<file path="src/rtl/device_mmio.sv">
// device_mmio: LED, 7-segment, switch, free-running timer and UART-TX registers with one-cycle read latency.
// Optional feature: define DEVICE_TIMER_IRQ_EN to add TIMER_CMP (0x18) and the sticky timer_irq.
module device_mmio #(
  parameter int CLK_DIV = 434,
  parameter int LED_W   = 16
) (
  input  logic             clk,
  input  logic             rst,
  input  logic             device_ren,
  input  logic             device_wen,
  input  logic [31:0]      common_addr,
  input  logic [31:0]      common_wdata,
  input  logic [3:0]       common_wstrb,
  output logic [31:0]      device_rdata,
  output logic [LED_W-1:0] led,
  output logic [31:0]      seg,
  input  logic [LED_W-1:0] sw,
  output logic             uart_tx,
  output logic             timer_irq
);

  localparam logic [5:0]  A_LED   = 6'h00;
  localparam logic [5:0]  A_SEG   = 6'h01;
  localparam logic [5:0]  A_SW    = 6'h02;
  localparam logic [5:0]  A_TIMER = 6'h03;
  localparam logic [5:0]  A_UDATA = 6'h04;
  localparam logic [5:0]  A_USTAT = 6'h05;
  localparam logic [5:0]  A_TCMP  = 6'h06;
  localparam logic [15:0] DIV_LAST = 16'(CLK_DIV - 1);

  typedef enum logic [1:0] {
    U_IDLE,
    U_START,
    U_DATA,
    U_STOP
  } uart_state_e;

  logic [5:0]       word;
  logic [31:0]      wmask;
  logic             udata_wr;
  logic             timer_wr;
  logic             irq_bit;
  logic             unused_addr_bits;

  logic [LED_W-1:0] led_q, led_d;
  logic [31:0]      seg_q, seg_d;
  logic [31:0]      timer_q, timer_d;
  logic [31:0]      rdata_q, rdata_d;
  logic [31:0]      rd_val;
  logic [LED_W-1:0] sw_meta_q, sw_sync_q;

  uart_state_e      state_q, state_d;
  logic [15:0]      bit_cnt_q, bit_cnt_d;
  logic [2:0]       bit_idx_q, bit_idx_d;
  logic [7:0]       tx_byte_q, tx_byte_d;
  logic             tx_q, tx_d;
  logic             uart_busy;
  logic             bit_done;

  assign word             = common_addr[7:2];
  assign unused_addr_bits = ^{common_addr[31:8], common_addr[1:0]};
  assign wmask            = {{8{common_wstrb[3]}}, {8{common_wstrb[2]}},
                             {8{common_wstrb[1]}}, {8{common_wstrb[0]}}};
  assign udata_wr         = device_wen && (word == A_UDATA) && common_wstrb[0];
  assign timer_wr         = device_wen && (word == A_TIMER) && (|common_wstrb);
  assign uart_busy        = (state_q != U_IDLE);

  function automatic logic [31:0] merge_bytes(input logic [31:0] old_v,
                                              input logic [31:0] new_v,
                                              input logic [31:0] mask);
    return (old_v & ~mask) | (new_v & mask);
  endfunction

`ifdef DEVICE_TIMER_IRQ_EN
  logic [31:0] cmp_q, cmp_d;
  logic        irq_q, irq_d;
  logic        irq_clr;

  assign irq_clr = device_wen && (word == A_USTAT) && common_wstrb[0] && common_wdata[1];

  always_comb begin
    cmp_d = cmp_q;
    irq_d = irq_q;
    if (device_wen && (word == A_TCMP)) cmp_d = merge_bytes(cmp_q, common_wdata, wmask);
    if (irq_clr) irq_d = 1'b0;
    // Set after clear so a coincident match wins over the software clear.
    if (timer_q == cmp_q) irq_d = 1'b1;
  end

  always_ff @(posedge clk) begin
    if (rst) begin
      cmp_q <= 32'hFFFF_FFFF;
      irq_q <= 1'b0;
    end else begin
      cmp_q <= cmp_d;
      irq_q <= irq_d;
    end
  end

  assign irq_bit = irq_q;
`else
  assign irq_bit = 1'b0;
`endif

  assign timer_irq = irq_bit;

  // NOTE: every always_comb output gets a default on entry, so no path leaves it unassigned and no latch is inferred.
  always_comb begin
    led_d   = led_q;
    seg_d   = seg_q;
    timer_d = timer_q + 32'd1;
    if (device_wen && (word == A_LED)) begin
      led_d = (led_q & ~wmask[LED_W-1:0]) | (common_wdata[LED_W-1:0] & wmask[LED_W-1:0]);
    end
    if (device_wen && (word == A_SEG)) seg_d = merge_bytes(seg_q, common_wdata, wmask);
    if (timer_wr) timer_d = merge_bytes(timer_q, common_wdata, wmask);
  end

  // Read mux sees only current register values, so a same-cycle write is not visible.
  always_comb begin
    rd_val = '0;
    case (word)
      A_LED:   rd_val[LED_W-1:0] = led_q;
      A_SEG:   rd_val = seg_q;
      A_SW:    rd_val[LED_W-1:0] = sw_sync_q;
      A_TIMER: rd_val = timer_q;
      A_USTAT: rd_val = {30'd0, irq_bit, uart_busy};
`ifdef DEVICE_TIMER_IRQ_EN
      A_TCMP:  rd_val = cmp_q;
`endif
      default: rd_val = '0;
    endcase
    rdata_d = device_ren ? rd_val : rdata_q;
  end

  always_comb begin
    state_d   = state_q;
    bit_cnt_d = bit_cnt_q + 16'd1;
    bit_idx_d = bit_idx_q;
    tx_byte_d = tx_byte_q;
    bit_done  = (bit_cnt_q == DIV_LAST);
    case (state_q)
      U_IDLE: begin
        bit_cnt_d = '0;
        bit_idx_d = '0;
        if (udata_wr) begin
          state_d   = U_START;
          tx_byte_d = common_wdata[7:0];
        end
      end
      U_START: begin
        if (bit_done) begin
          state_d   = U_DATA;
          bit_cnt_d = '0;
          bit_idx_d = '0;
        end
      end
      U_DATA: begin
        if (bit_done) begin
          bit_cnt_d = '0;
          bit_idx_d = bit_idx_q + 3'd1;
          if (bit_idx_q == 3'd7) state_d = U_STOP;
        end
      end
      U_STOP: begin
        if (bit_done) begin
          state_d   = U_IDLE;
          bit_cnt_d = '0;
        end
      end
      default: state_d = U_IDLE;
    endcase
  end

  // The line level is derived from the next state and registered, keeping uart_tx glitch-free.
  always_comb begin
    case (state_d)
      U_START: tx_d = 1'b0;
      U_DATA:  tx_d = tx_byte_d[bit_idx_d];
      default: tx_d = 1'b1;
    endcase
  end

  // NOTE: sequential state is updated with non-blocking assignments only, so every flop samples pre-edge values.
  always_ff @(posedge clk) begin
    if (rst) begin
      led_q     <= '0;
      seg_q     <= '0;
      timer_q   <= '0;
      rdata_q   <= '0;
      sw_meta_q <= '0;
      sw_sync_q <= '0;
      state_q   <= U_IDLE;
      bit_cnt_q <= '0;
      bit_idx_q <= '0;
      tx_byte_q <= '0;
      tx_q      <= 1'b1;
    end else begin
      led_q     <= led_d;
      seg_q     <= seg_d;
      timer_q   <= timer_d;
      rdata_q   <= rdata_d;
      sw_meta_q <= sw;
      sw_sync_q <= sw_meta_q;
      state_q   <= state_d;
      bit_cnt_q <= bit_cnt_d;
      bit_idx_q <= bit_idx_d;
      tx_byte_q <= tx_byte_d;
      tx_q      <= tx_d;
    end
  end

  assign device_rdata = rdata_q;
  assign led          = led_q;
  assign seg          = seg_q;
  assign uart_tx      = tx_q;

endmodule
</file>
<file path="config.mk">
export PLATFORM = sky130hd
export DESIGN_NAME = device_mmio
export DESIGN_NICKNAME = d
export VERILOG_FILES = /design/src/rtl/device_mmio.sv
export SDC_FILE = /design/constraint.sdc
export NUM_CORES = 1
export LEC_CHECK = 0
export CELL_PAD_IN_SITES_DETAIL_PLACEMENT = 0
export CELL_PAD_IN_SITES_GLOBAL_PLACEMENT = 1
export CORE_MARGIN = 2
export CORE_UTILIZATION = 36
export CTS_BUF_LIST = sky130_fd_sc_hd__clkbuf_2
export CTS_CLUSTER_SIZE = 24
export DETAILED_ROUTE_END_ITERATION = 6
export GPL_ROUTABILITY_DRIVEN = 1
export PLACE_DENSITY_LB_ADDON = 0.1
export SYNTH_ARGS = -nofsm -noshare
export SYNTH_HDL_FRONTEND = slang
export SYNTH_SLANG_ARGS = --single-unit
export TNS_END_PERCENT = 20
</file>
<file path="constraint.sdc">
create_clock -name clk -period 2.5 [get_ports clk]
set_input_delay 0.5 -clock clk [delete_from_list [all_inputs] [get_ports clk]]
set_output_delay 0.5 -clock clk [all_outputs]
set_load 0.05 [all_outputs]
</file>
== Word-level counts from Yosys, hierarchy flattened ==
Index checks and enable logic that the tools add are counted.
Word-level totals
  bits of input ports: 88
  bits in read-only memories: 0
  register bits after elaboration: 174
  latch bits: 0
  output and inout port bits: 82
  memories kept: 0
  bits in writable memories: 0
Operators by class
  reductions and logical operators: 11
  $add $sub $neg: 3
  divide/modulo/power cells: 0
  eq/ne operators: 12
  bitwise operators: 10
  magnitude comparators: 1
  muxes and demuxes: 19
  shift-type cells: 0
  multipliers: 0
Operators with widths (number)
  32-bit bitwise AND: 3
  16-bit case mux with 5 select lines: 1
  32-bit OR: 2
  16-bit case mux with 2 select lines: 2
  32-bit by 1-bit adder with 32-bit output, second input constant: 1
  16-bit bitwise AND: 2
  32-bit two-way mux: 1
  32-bit NOT: 1
  16-bit by 1-bit adder with 16-bit output, second input constant: 1
  16-bit by 9-bit equality test with 1-bit output, second input constant: 1
  16-bit two-way mux: 1
  8-bit two-way mux: 2
  16-bit NOT: 1
  16-bit OR: 1
  6-bit by 2-bit equality test with 1-bit output, second input constant: 2
  6-bit by 3-bit equality test with 1-bit output, second input constant: 2
  2-bit two-way mux: 5
  3-bit case mux with 3 select lines: 1
  2-bit case mux with 4 select lines: 1
  2-bit equality test, second input constant: 3
  6-bit by 1-bit equality test with 1-bit output, second input constant: 1
  1-bit logical AND: 6
  6-bit logical NOT: 1
  3-bit two-way mux: 2
  other kinds (11): 12

== Depth between registers and ports, before layout ==
Gate-level depths: netlist of run 1.
  depth after elaboration: 8
  depth in mapped cells: 13
  gate-level depth less buffers: 12

== Worst setup path after synthesis of run 1 ==
Ideal clock, no wire load.
  path type: register to register
  start point: register bit_cnt_q[11]
  end point: register tx_q, in the netlist uart_tx
  setup slack: -77 ps
  arrival: 2453 ps
  required time: 2376 ps
  buffers on the path: 1
  stages on the path, launching flop included: 11
  cell sequence: dfxtp_1 -> clkbuf_1 -> nor4b_1 -> nand4_1 -> ha_1 -> or2_2 -> and3_1 -> o2bb2ai_1 -> a211o_1 -> and4_1 -> a2111o_1
On the way
  longest elaborated chain between the ends: 6
RTL lines
  from (decl): RTL line 53  | logic [15:0] bit_cnt_q, bit_cnt_d;
  from (signal assigned): RTL line 206  | bit_cnt_q <= bit_cnt_d;
  16-bit by 9-bit equality test with 1-bit output (*): RTL line 141  | bit_done = (bit_cnt_q == DIV_LAST);
  3-bit two-way mux, on equally long branches: RTL line 159, 152
  3-bit case mux with 3 select lines: RTL line 142  | case (state_q)
  1-bit binary-select mux with 3-bit select: RTL line 179  | U_DATA: tx_d = tx_byte_d[bit_idx_d];
  1-bit two-way mux (implied by the code): RTL line 179
  1-bit case mux with 2 select lines (*): RTL line 177  | case (state_d)
  to (signal assigned): RTL line 209  | tx_q <= tx_d;
  to (decl): RTL line 56  | logic tx_q, tx_d;
Every way passes the cells marked *; elsewhere a longest branch is shown, timed or not. The select of a mux whose other input is x is not followed.
A chain may end at the register's enable or synchronous reset.

== Worst setup path in the final report of run 1 ==
  start point: register bit_cnt_q[1]
  end point: register tx_q, in the netlist uart_tx
Same word-level chain as after synthesis.

==> results of run 1 <==
cells by family (layout without fill, tap and decap cells):
kind of cell	Yosys count	count (layout)	share of synthesized area (%)
xor+xnor	13	13	1.49
mux	83	83	13.6
fa+ha+maj	6	6	0.983
simple gates	339	339	22.8
other cells	1	2	0.0491
flops	174	174	45.6
buf+inv	59	282	3.37
compound gates	138	138	12.1
final cells by class:
type | count | area share (%)
timing repair buffer | 243 | 21.2
inverter | 8 | 0.292
tap | 275 | 3.35
clock inverter | 14 | 1.51
sequential | 174 | 33.9
multi-input combinational | 580 | 38.9
antenna | 1 | 0.0244
clock buffer | 17 | 0.828
metal layers:
layer | track usage [%] | up-vias
li1 | - | 3323
met1 | 25.9 | 3153
met2 | 32.3 | 168
met3 | 3.99 | 26
met4 | 5.99 | 0
met5 | 0 | -
worst max path at each step:
stage                        start         to  slack [ps]  cells past startpoint
floorplan             bit_cnt_q[1]    uart_tx           9                     12
global placement    common_addr[5]  flip-flop        -390                      8
detailed placement  common_addr[5]  flip-flop        -460                      8
CTS                   bit_cnt_q[1]    uart_tx        -290                     13
global route          bit_cnt_q[1]    uart_tx        -410                     13
finish                bit_cnt_q[1]    uart_tx        -280                     13
repair_timing:
item,in CTS,in global routing
pin swaps,3,8
gates cloned,0,1
hold endpoints to repair,12,0
endpoints found under the setup margin,81,18
hold buffers,1,0
buffers inserted,10,2
resized for setup,84,17
worst reg2reg max path, stage by stage (launching register included):
cell and delay, ps:
sky130_fd_sc_hd__dfxtp_2 390, sky130_fd_sc_hd__inv_2 70, sky130_fd_sc_hd__ha_4 150, sky130_fd_sc_hd__nand2_4 50
sky130_fd_sc_hd__nor3_4 160, sky130_fd_sc_hd__nand4_1 140, sky130_fd_sc_hd__ha_1 320, sky130_fd_sc_hd__or2_4 230
sky130_fd_sc_hd__and3_4 190, sky130_fd_sc_hd__buf_6 130, sky130_fd_sc_hd__o2bb2ai_4 110, sky130_fd_sc_hd__a211oi_2 190
sky130_fd_sc_hd__a31oi_1 70, sky130_fd_sc_hd__a2111o_1 470
through the flow:
step	total power [µW]	util, %
floorplan	3100	-
finish	4810	49.0
CTS	4880	48.6
global route	5000	49.0
detailed placement	3330	47.5
global placement	3330	47.5
placed cells by master, fill, tap and decap left out, types with 7 or more instances in the layout:
cell                              synthesis  routed
sky130_fd_sc_hd__nor3_1                  21      20
sky130_fd_sc_hd__and3_1                  15      14
sky130_fd_sc_hd__dlygate4sd2_1            0      80
sky130_fd_sc_hd__clkbuf_2                 0      17
sky130_fd_sc_hd__a31oi_1                  8       8
sky130_fd_sc_hd__nor2_1                 132     131
sky130_fd_sc_hd__nand2_1                 45      44
sky130_fd_sc_hd__dfxtp_1                174     172
sky130_fd_sc_hd__buf_12                   0       7
sky130_fd_sc_hd__buf_4                    2      91
sky130_fd_sc_hd__mux4_2                  16      16
sky130_fd_sc_hd__mux2i_1                 61      61
sky130_fd_sc_hd__inv_1                    8       7
sky130_fd_sc_hd__nor2b_1                 47      47
sky130_fd_sc_hd__and2_1                   8       8
sky130_fd_sc_hd__a21oi_1                 47      47
sky130_fd_sc_hd__nand3_1                 20      20
sky130_fd_sc_hd__clkdlybuf4s50_1          0      59
sky130_fd_sc_hd__nor4_1                   9       9
sky130_fd_sc_hd__a211oi_1                27      26
sky130_fd_sc_hd__a22oi_1                 17      17
sky130_fd_sc_hd__xnor2_1                  7       7
report_power, final:
part,total (µW),leakage [µW],internal (µW),switching (µW)
logic,418,0.00251,190,229
clock network,1540,0.000149,477,1060
registers,2850,0.00141,2830,20.6
total,4810,0.00407,3500,1310
==> results.toml, run 1 <==
[pwr]
max-vdd-ir-drop_uv = 234
static-leakage-power_uw = 0.00407
power_density_nw_per_um2 = 468

[place]
finalWeightedCongestion = 0.806
placed_cells = 1268
dp_hpwl_um = 15600
place_worst_setup_slack_ps = -465
placedInstanceArea_um2 = 9940
port_buffer_cells = 142

[clocking]
max-clock-path-buffers = 2
clock-root-buffer = "sky130_fd_sc_hd__clkbuf_2"
h_tree_level_count = 4
numCtsBuffers = 17
clk_sinks = 174
cts_tree = "yes"
clk-insertion-delay-late_ps = 780
clkSlewWorstSetupHoldPaths_ps = 280

[logic_synthesis]
synth.largest_area_cell = "sky130_fd_sc_hd__dfxtp_1"
yosysTopAreaCellShare_pct = 45.6
synth.ff_latch_count = 174
post_synth_instance_area_um2 = 7640
synth-async-reset-ratio_pct = 0
synth.most_common_cell = "sky130_fd_sc_hd__dfxtp_1"
synth_seq_area_share_pct = 45.6
post_syn_instances = 813
synthesis.nets = 907
main_area_contributors_after_synthesis = "sky130_fd_sc_hd__dfxtp_1 46%, sky130_fd_sc_hd__mux2i_1 8.0%, sky130_fd_sc_hd__nor2_1 6.5%"
synth.distinct_cells = 62
synth_enable_flop_cells = 0
synthFlopType = "sky130_fd_sc_hd__dfxtp_1"
netlist_top_cells_count = "174 x sky130_fd_sc_hd__dfxtp_1, 132 x sky130_fd_sc_hd__nor2_1, 61 x sky130_fd_sc_hd__mux2i_1, 47 x sky130_fd_sc_hd__a21oi_1, 47 x sky130_fd_sc_hd__nor2b_1"
synth_area_per_cell_um2 = 9.40
synthesis.yosys.warnings = 0

[run]
max_cap_viol_count = 0

[critical_path]
timing.critical_path.fanout_max = 4
r2r_start = "bit_cnt_q[1]"
bufs_and_invs_on_worst_path = 2
cp.required_ps = 3140
critical_path.cell_chain = "inv_2, ha_4, nand2_4, nor3_4, nand4_1, ha_1, or2_4, and3_4, buf_6, o2bb2ai_4, a211oi_2, a31oi_1, a2111o_1"
reg2reg_to = "uart_tx"
ff2ff_path_depth = 13
worst_setup_path_end_kind = "flip-flop"
path_delay_family = "compound AO/OA/AOI/OAI gates"
critical_path_class = "reg2reg"
cp_slowest_stage_delay_ps = 470
reg2reg_setup_slack_ps = -280
crit_path_top_delay_cell = "sky130_fd_sc_hd__a2111o_1"
cp_data_arrival_time_ps = 3420
critical_path.startpoint_type = "flip-flop"

[timing]
clock_skew_ps = 46.3
period_share_pct = 111
timing.hold.ws_ps = 190
final_max_slew_viol_count = 0
max_slew_margin_pct = 58.6
grt_setup_unrepaired = "true"
tightestPinTransition_ps = 617
setup_ws_ps = -279
hold_violations = 0
finalSetupTns_ps = -279
post-route-min-period_ps = 2780
timing.fmax_ghz = 0.360
report.final.setup_viol = 1

[min_path]
hold_start = "device_ren"
holdCritPathClass = "in2reg"
hold_path_end = "device_rdata[30]"
min_path_cells = 3

[floorplanning]
io-pin-count = 170
die_height_um = 150
design.die.area_um2 = 22400
die_x_um = 150
floorplan.initialDensity_pct = 36.5
row_count = 53
design.core.area_um2 = 21000

[global_routing]
first_pass_grt_wire_length_um = 34500
grt_start_max_net_pins = 128
globalRouteOverflowTotal = 0
antenna_found_initial = 1
groute.usage.overall_pct = 19.6
first_global_vias = 6542

[routing]
detail_route.iter0.violations = 437
detail_route.drc_violations = 0
avgViaCountPerCell = 5.08
met3WireLength_um = 941
detail-route-antenna-nets = 0
drt_pre_antenna_iters = 5
routed_wire_length_per_instance_um = 16.5
wl_met2_um = 10300
m1WireLength_um = 10000
topRoutingLayerUsed = "met4"
routed_wirelength_um = 21600
num_vias = 6670

[layout]
flow.area_growth_from_synthesis_pct = 34.4
ff_latch_area_um2 = 3490
fin_nets = 1118
finalInstanceArea_um2 = 10300
finalNonFillerCells = 1312
multiInputGateArea_um2 = 3990
layout.filler_cells = 2064
drive_above_1_share_pct = 17.7

[outcome]
status = "complete, but fails checks"
violated_checks = "negative setup slack"
Power figures use the tool's default switching activity.
==> run 2, diff against run 1 <==
CTS_CLUSTER_SIZE = 25   (was 24)
==> results of run 2 <==
No change in the layout: final DEF, timing and power equal those of run 1.
==> run 3, diff against run 2 <==
CTS_CLUSTER_DIAMETER = 100   (was default)
HOLD_SLACK_MARGIN = 0.15   (was default)
==> results of run 3 <==
No change in the layout: final DEF, timing and power equal those of run 1.
